`src/rtl/otter_fetch_stage_if.sv`:
```
// Instruction-cache fetch bus between the fetch stage and the I-cache.
//   ic_req   : fetch request (master -> cache)
//   ic_addr  : fetch address, held stable while a request is outstanding
//   ic_valid : cache returns ic_data for the current ic_addr
//   ic_data  : instruction word
interface otter_fetch_stage_if;
  logic        ic_req;
  logic [31:0] ic_addr;
  logic        ic_valid;
  logic [31:0] ic_data;

  modport master (output ic_req, ic_addr, input  ic_valid, ic_data);
  modport slave  (input  ic_req, ic_addr, output ic_valid, ic_data);
endinterface

```
`src/rtl/otter_fetch_stage.sv`:
```
// Instruction-fetch stage of the pipelined OTTER MCU.
// Owns the PC, issues fetches to the I-cache and loads the IF/ID register.
// Redirects (branch/jump/trap) flush IF/ID and restart fetch at the target,
// including while a cache miss is outstanding.
// Ports:
//   CLK, RST          clock, synchronous active-high reset
//   pcSource, branSig redirect select / request from EX
//   bran_val, jal_val, jalr_val, mtvec, mepc  candidate targets
//   stall             decode hazard stall (holds PC and IF/ID)
//   ic                I-cache fetch bus (master side)
//   pc_out            current PC
//   ifid_pc/ir/valid  IF/ID pipeline register
module otter_fetch_stage #(
  parameter logic [31:0] RESET_VECTOR = 32'h0000_0000,
  parameter logic [31:0] NOP_INSTR    = 32'h0000_0013
) (
  input  logic                        CLK,
  input  logic                        RST,
  input  logic [2:0]                  pcSource,
  input  logic                        branSig,
  input  logic [31:0]                 bran_val,
  input  logic [31:0]                 jal_val,
  input  logic [31:0]                 jalr_val,
  input  logic [31:0]                 mtvec,
  input  logic [31:0]                 mepc,
  input  logic                        stall,
  otter_fetch_stage_if.master         ic,
  output logic [31:0]                 pc_out,
  output logic [31:0]                 ifid_pc,
  output logic [31:0]                 ifid_ir,
  output logic                        ifid_valid
);

  // FETCH: no request outstanding.  MISS: request accepted, awaiting data.
  // HELD: data arrived under stall, parked in hold_ir.
  // DRAIN: request outstanding but a redirect already happened; data dropped.
  typedef enum logic [1:0] {S_FETCH, S_MISS, S_HELD, S_DRAIN} state_t;

  typedef struct packed {
    logic [31:0] pc;
    logic [31:0] ir;
    logic        valid;
  } ifid_t;

  state_t      state, state_n;
  logic [31:0] pc, pc_n;
  logic [31:0] hold_ir, hold_ir_n;
  logic [31:0] redir_pc, redir_pc_n;
  ifid_t       ifid, ifid_n;

  logic        redir;
  logic [31:0] tgt;
  logic [31:0] pc_inc;
  logic        ic_req_c;

  // Target select; pcSource 0/6/7 never redirects even with branSig high.
  always_comb begin
    tgt   = pc;
    redir = 1'b0;
    case (pcSource)
      3'd1: begin tgt = jalr_val; redir = branSig; end
      3'd2: begin tgt = bran_val; redir = branSig; end
      3'd3: begin tgt = jal_val;  redir = branSig; end
      3'd4: begin tgt = mtvec;    redir = branSig; end
      3'd5: begin tgt = mepc;     redir = branSig; end
      default: begin tgt = pc;    redir = 1'b0;    end
    endcase
  end

  // Wraps modulo 2^32.
  assign pc_inc = pc + 32'd4;

  always_comb begin
    state_n    = state;
    pc_n       = pc;
    hold_ir_n  = hold_ir;
    redir_pc_n = redir_pc;
    ifid_n     = ifid;
    ic_req_c   = 1'b0;

    case (state)
      S_FETCH: begin
        // Stall or redirect suppress a fresh request; nothing accepted yet.
        ic_req_c = !stall && !redir;
        if (redir) begin
          pc_n   = tgt;
          ifid_n = '{pc: ifid.pc, ir: NOP_INSTR, valid: 1'b0};
        end else if (!stall) begin
          if (ic.ic_valid) begin
            ifid_n = '{pc: pc, ir: ic.ic_data, valid: 1'b1};
            pc_n   = pc_inc;
          end else begin
            state_n = S_MISS;
          end
        end
      end

      S_MISS: begin
        // Accepted request: keep it up regardless of stall.
        ic_req_c = 1'b1;
        if (redir) begin
          ifid_n = '{pc: ifid.pc, ir: NOP_INSTR, valid: 1'b0};
          if (ic.ic_valid) begin
            pc_n    = tgt;
            state_n = S_FETCH;
          end else begin
            // ic_addr must stay put until the cache answers.
            redir_pc_n = tgt;
            state_n    = S_DRAIN;
          end
        end else if (ic.ic_valid) begin
          if (stall) begin
            hold_ir_n = ic.ic_data;
            state_n   = S_HELD;
          end else begin
            ifid_n  = '{pc: pc, ir: ic.ic_data, valid: 1'b1};
            pc_n    = pc_inc;
            state_n = S_FETCH;
          end
        end
      end

      S_HELD: begin
        if (redir) begin
          pc_n    = tgt;
          ifid_n  = '{pc: ifid.pc, ir: NOP_INSTR, valid: 1'b0};
          state_n = S_FETCH;
        end else if (!stall) begin
          ifid_n  = '{pc: pc, ir: hold_ir, valid: 1'b1};
          pc_n    = pc_inc;
          state_n = S_FETCH;
        end
      end

      S_DRAIN: begin
        ic_req_c = 1'b1;
        if (redir) begin
          redir_pc_n = tgt;
          ifid_n     = '{pc: ifid.pc, ir: NOP_INSTR, valid: 1'b0};
        end
        if (ic.ic_valid) begin
          // A redirect landing on the same edge as the data is the newest.
          pc_n    = redir ? tgt : redir_pc;
          state_n = S_FETCH;
        end
      end

      default: state_n = S_FETCH;
    endcase
  end

  always_ff @(posedge CLK) begin
    if (RST) begin
      state    <= S_FETCH;
      pc       <= RESET_VECTOR;
      hold_ir  <= 32'd0;
      redir_pc <= 32'd0;
      ifid     <= '{pc: 32'd0, ir: NOP_INSTR, valid: 1'b0};
    end else begin
      state    <= state_n;
      pc       <= pc_n;
      hold_ir  <= hold_ir_n;
      redir_pc <= redir_pc_n;
      ifid     <= ifid_n;
    end
  end

  assign ic.ic_req  = ic_req_c;
  assign ic.ic_addr = pc;
  assign pc_out     = pc;
  assign ifid_pc    = ifid.pc;
  assign ifid_ir    = ifid.ir;
  assign ifid_valid = ifid.valid;

endmodule

```
`src/flat_wrapper.sv`:
```
// flat-port wrapper written by rule: the top's interface ports become plain ports
module otter_fetch_stage_flat 
#(
  parameter logic [31:0] RESET_VECTOR = 32'h0000_0000,
  parameter logic [31:0] NOP_INSTR    = 32'h0000_0013
)
  (CLK, RST, pcSource, branSig, bran_val, jal_val, jalr_val, mtvec, mepc, stall, pc_out, ifid_pc, ifid_ir, ifid_valid, ic_ic_req, ic_ic_addr, ic_ic_valid, ic_ic_data);
  otter_fetch_stage_if ic_i ();
  input  logic CLK;
  input  logic RST;
  input  logic [2:0] pcSource;
  input  logic branSig;
  input  logic [31:0] bran_val;
  input  logic [31:0] jal_val;
  input  logic [31:0] jalr_val;
  input  logic [31:0] mtvec;
  input  logic [31:0] mepc;
  input  logic stall;
  output logic [31:0] pc_out;
  output logic [31:0] ifid_pc;
  output logic [31:0] ifid_ir;
  output logic ifid_valid;
  output wire logic [$bits(ic_i.ic_req)-1:0] ic_ic_req;
  output wire logic [$bits(ic_i.ic_addr)-1:0] ic_ic_addr;
  input wire logic [$bits(ic_i.ic_valid)-1:0] ic_ic_valid;
  input wire logic [$bits(ic_i.ic_data)-1:0] ic_ic_data;
  assign ic_ic_req = ic_i.ic_req;
  assign ic_ic_addr = ic_i.ic_addr;
  assign ic_i.ic_valid = ic_ic_valid;
  assign ic_i.ic_data = ic_ic_data;
  otter_fetch_stage #(.RESET_VECTOR(RESET_VECTOR), .NOP_INSTR(NOP_INSTR)) u_core (.CLK(CLK), .RST(RST), .pcSource(pcSource), .branSig(branSig), .bran_val(bran_val), .jal_val(jal_val), .jalr_val(jalr_val), .mtvec(mtvec), .mepc(mepc), .stall(stall), .ic(ic_i), .pc_out(pc_out), .ifid_pc(ifid_pc), .ifid_ir(ifid_ir), .ifid_valid(ifid_valid));
endmodule
```
`config.mk`:
```
export PLATFORM = sky130hd
export DESIGN_NAME = otter_fetch_stage_flat
export DESIGN_NICKNAME = d
export VERILOG_FILES = /design/src/rtl/otter_fetch_stage_if.sv /design/src/rtl/otter_fetch_stage.sv /design/src/flat_wrapper.sv
export SDC_FILE = /design/constraint.sdc
export NUM_CORES = 1
export LEC_CHECK = 0
export ABC_CLOCK_PERIOD_IN_PS = 3100
export CAP_MARGIN = 0
export CORE_ASPECT_RATIO = 0.5
export CORE_UTILIZATION = 47
export CTS_CLUSTER_SIZE = 28
export DETAILED_ROUTE_END_ITERATION = 10
export GPL_TIMING_DRIVEN = 0
export PLACE_DENSITY = 0.85
export SLEW_MARGIN = 20
export SYNTH_ARGS = -nofsm -noshare
export SYNTH_HDL_FRONTEND = slang
export SYNTH_SLANG_ARGS = --single-unit
```
`constraint.sdc`:
```
create_clock -name CLK -period 3.1 [get_ports CLK]
set_input_delay 0.465 -clock CLK [delete_from_list [all_inputs] [get_ports CLK]]
set_output_delay 0.465 -clock CLK [all_outputs]
set_load 0.03 [all_outputs]
```
==> impl_table.tex <==
\begin{tabular}{lr}
\hline
Metric & Value \\
\hline
\multicolumn{2}{l}{\textbf{Yosys}} \\
Post-synth top flop & dfxtp\_1 \\
Syn avg cell area & 8.18 um2 \\
Post-synth net total & 1305 \\
Share of synthesized flip-flops with an asynchronous set or reset & 0\% \\
Gate Count Post-Synth & 1100 \\
Netlist area before placement & 8990 um2 \\
Synthesis-stage register bit count & 163 \\
Sequential fraction of the synthesis area & 36.3\% \\
Number of enable-type register cells in the synthesized netlist & 0 \\
Number of warning messages in the yosys log & 0 \\
Count of different cell masters after synthesis & 74 \\
\multicolumn{2}{l}{\textbf{CTS}} \\
CTS HTree Levels & 4 \\
Skew-Pair Late Insertion Delay & 0.43 ns \\
Reg clk slew, reported paths & 0.07 ns \\
Cts-stage hold buffer count & 0 \\
Clock Sink Count & 163 \\
Buffers from clock root to sink, at most & 2 \\
TritonCTS buffer count & 17 \\
Clk Tree Root Cell & clkbuf\_16 \\
TritonCTS clock tree & done \\
\multicolumn{2}{l}{\textbf{Layout}} \\
Core occupancy in the finished layout & 71.3\% \\
Count of nets after finishing & 1653 \\
Area added between synthesis and finish & 47.1\% \\
\# diodes & 0 \\
Share of post-route cells with drive strength above 1 & 9.25\% \\
Final std cell area, no fill & 13200 um2 \\
\multicolumn{2}{l}{\textbf{Worst hold path}} \\
Hold Path Cell Cnt & 2 \\
Hold Crit Endpoint & u\_core.redir\_pc[2] \\
Worst min-delay path category & reg -> reg \\
Startpoint of the tightest hold check path & u\_core.redir\_pc[2] \\
\multicolumn{2}{l}{\textbf{Place}} \\
Pre-CTS WS & -0.573 ns \\
HPWL Detailed & 29.0 mm \\
Total cell area at the placement stage & 12600 um2 \\
Weighted congestion at the end of routability-driven global placement & 1.06 \\
Quantity of I/O buffers inserted on ports & 328 \\
\multicolumn{2}{l}{\textbf{Drt}} \\
WL per Instance & 22.1 um \\
Average via count per standard cell & 6.16 \\
Post-DRT Antenna Nets & 0 \\
Vias post-DR & 10600 \\
Iteration count of the initial detailed-routing pass & 7 \\
Post-detailed-routing wire length & 38.0 mm \\
Starting DRC count in detailed routing & 1254 \\
Remaining routing DRC violations & 0 \\
\multicolumn{2}{l}{\textbf{STA}} \\
Count of final hold-check violations & 0 \\
Sum Neg Setup Slack & -0.435 ns \\
Final WS setup & -0.0490 ns \\
RSZ-0062 raised after global routing & no \\
Crit share post-route & 102\% \\
Max-slew violation count & 0 \\
Final count of negative-setup-slack endpoints & 10 \\
Actual transition at the worst max-transition pin & 1.28 ns \\
Hold Slack & 0.454 ns \\
F\_max & 0.318 GHz \\
Maximum clock skew at final layout & 0.00989 ns \\
Headroom to the max-slew limit & 14.1\% \\
Fin crit period & 3.15 ns \\
\multicolumn{2}{l}{\textbf{Run}} \\
Number of max-cap violations & 0 \\
\multicolumn{2}{l}{\textbf{Worst setup path}} \\
Element type at the critical path start & primary input \\
Required arrival time at the worst endpoint & 3.47 ns \\
Cell repeated most along the worst path & nor3\_1 \\
CP max stage cell & nor3\_1 \\
Register-to-register setup slack & 0.09 ns \\
Crit-path cells & clkdlybuf4s50\_1 > clkbuf\_4 > a21bo\_2 > o21ai\_1 > nor3\_1 > nor3\_1 > clkbuf\_1 > a22o\_1 \\
Endpoint of the worst register-to-register path & u\_core.ic.ic\_addr[20] \\
Signal arrival time at the worst endpoint & 3.52 ns \\
FF-to-FF path depth & 6 \\
Crit-path max cell delay & 0.97 ns \\
Critical path peak fanout & 10 \\
Reg2Reg Launch Point & u\_core.state[0] \\
Element type at the critical path end & flop \\
Crit path kind & in -> reg \\
\multicolumn{2}{l}{\textbf{GRT}} \\
Total Routing Usage GR & 38.3\% \\
Pin count of the biggest net entering global routing & 17 \\
Wire length of the first global-routing pass & 57.7 mm \\
Via count of the first global-routing pass & 10000 \\
GR Overflow Total & 0 \\
Antenna violations before repair & 0 \\
\multicolumn{2}{l}{\textbf{Power and ir drop}} \\
Highest ir drop seen on vdd & 0.421 mV \\
Power density relative to cell area & 521 nW/um2 \\
Leakage & 4.92 nW \\
\multicolumn{2}{l}{\textbf{Floorplan}} \\
Vertical die dimension & 99.8 um \\
Placement Rows & 35 \\
Area of the die & 19700 um2 \\
Starting Density & 48.4\% \\
Number of placed I/O pins & 330 \\
Area of the core & 18600 um2 \\
Die width & 198 um \\
\multicolumn{2}{l}{\textbf{Outcome}} \\
Outcome & finished, violations left \\
Violated checks & setup timing \\
\hline
\end{tabular}
## cell usage in the layout (no fill, tap or decap), drive strengths merged, types with 5 or more instances in the layout
cell / instances
clkdlybuf4s50: 327
dfxtp: 163
nand2: 120
nor2: 93
a21oi: 79
clkbuf: 76
buf: 73
a211oi: 54
o21ai: 46
mux2i: 43
a22oi: 37
a22o: 34
inv: 34
nor3: 20
nand3: 17
nand2b: 14
o211ai: 13
a2bb2oi: 12
nand4: 12
mux2: 11
a221oi: 11
or3: 10
and3: 10
o22ai: 10
a311oi: 10
nor2b: 9
o221ai: 7
nor4: 7
a21o: 7
xor2: 6
or2: 5
and2: 5
a32oi: 5
a222oi: 5
ha: 5
clkinv: 5
a2111oi: 5
## flip-flops by register name, summed over array words and instances (netlist names)
name,flops
u_core.hold_ir,32
u_core.ic.ic_addr,32
u_core.ifid_ir,32
u_core.ifid_pc,32
u_core.ifid_valid,1
u_core.redir_pc,32
u_core.state,2
## synthesized netlist by cell type (6+ instances only)
library cell	n	share of area (%)
nor2b_1	9	0.63
nor2_1	92	3.8
or3_1	10	0.70
o221ai_1	7	0.68
a311oi_1	9	0.88
buf_2	32	1.8
xor2_1	6	0.58
o211ai_1	13	1.1
nand2b_1	14	0.97
mux2i_1	43	4.8
clkbuf_1	56	2.3
a221oi_1	11	1.1
a21oi_1	79	4.4
mux2_2	11	1.4
a211oi_1	53	4.4
a21o_1	7	0.58
o21ai_0	43	2.4
dfxtp_1	163	36
nand2_1	120	5.0
inv_1	29	1.2
o22ai_1	10	0.70
buf_4	36	3.0
and3_1	10	0.70
nand3_1	17	0.95
nand4_1	11	0.77
a22o_1	34	3.3
nor4_1	7	0.49
nor3_1	19	1.1
a22oi_1	37	3.1
a2bb2oi_1	12	1.2
## per-layer routing
layer	vias to the layer above	GRT usage [%]	share of wire, %
met5	-	0	0
li1	4752	-	-
met4	0	10.8	2.4
met1	5060	52.0	42
met3	87	10.6	12
met2	693	59.5	44
## final cells by class
cell class,count,area [um2]
Clock buffer,18,429
Timing Repair Buffer,329,3290
Tap cell,259,324
Clock inverter,13,175
Sequential cell,163,3260
Inverter,30,113
Multi-Input combinational cell,777,4940
Fill cell,1508,5330
Buffer,130,701
## timing repair
item	CTS	global route
setup endpoints to repair	1	31
gates cloned	0	0
hold endpoints to repair	0	0
gates resized for setup	6	4
buffers inserted	0	0
## cells by family after synthesis
kind of cell / share of synthesized area, %
xor+xnor: 0.974
simple gates: 16.7
compound gates: 30.2
flops: 36.3
mux: 6.16
fa+ha+maj: 0.696
buf+inv: 8.97
## worst max-delay path, delay by kind of cell
| kind | cells | cell delay, ns |
|---|---|---|
| buffers and inverters | 3 | 1.20 |
| and+or+nand+nor | 2 | 1.06 |
| AOI/OAI and AO/OA | 3 | 0.79 |
## report_power, final
part           switching (mW)  leakage [nW]  internal [mW]
registers               0.198          1.33           2.26
clock network           0.939         0.294           1.28
logic                    1.25          3.30          0.967
## stage by stage
stage,instances,power (mW)
3_3_place_gp,1687,4.61
5_1_grt,1719,7.12
4_1_cts,1719,6.84
6_report,1719,6.90
3_5_place_dp,1688,4.66
2_1_floorplan,1100,3.66
## worst max path at each step
stage	start	to	slack, ns
detailed placement	pcSource[2]	ic_ic_req	-0.57
finish	pcSource[2]	u_core.ifid_pc[27]	-0.05
CTS	pcSource[2]	ic_ic_req	0.05
floorplan	u_core.ic.ic_addr[2]	u_core.ic.ic_addr[28]	0.76
global placement	pcSource[1]	u_core.ic.ic_addr[16]	-0.68
global route	pcSource[2]	u_core.ifid_pc[24]	0.01
Power figures use the tool's default switching activity.
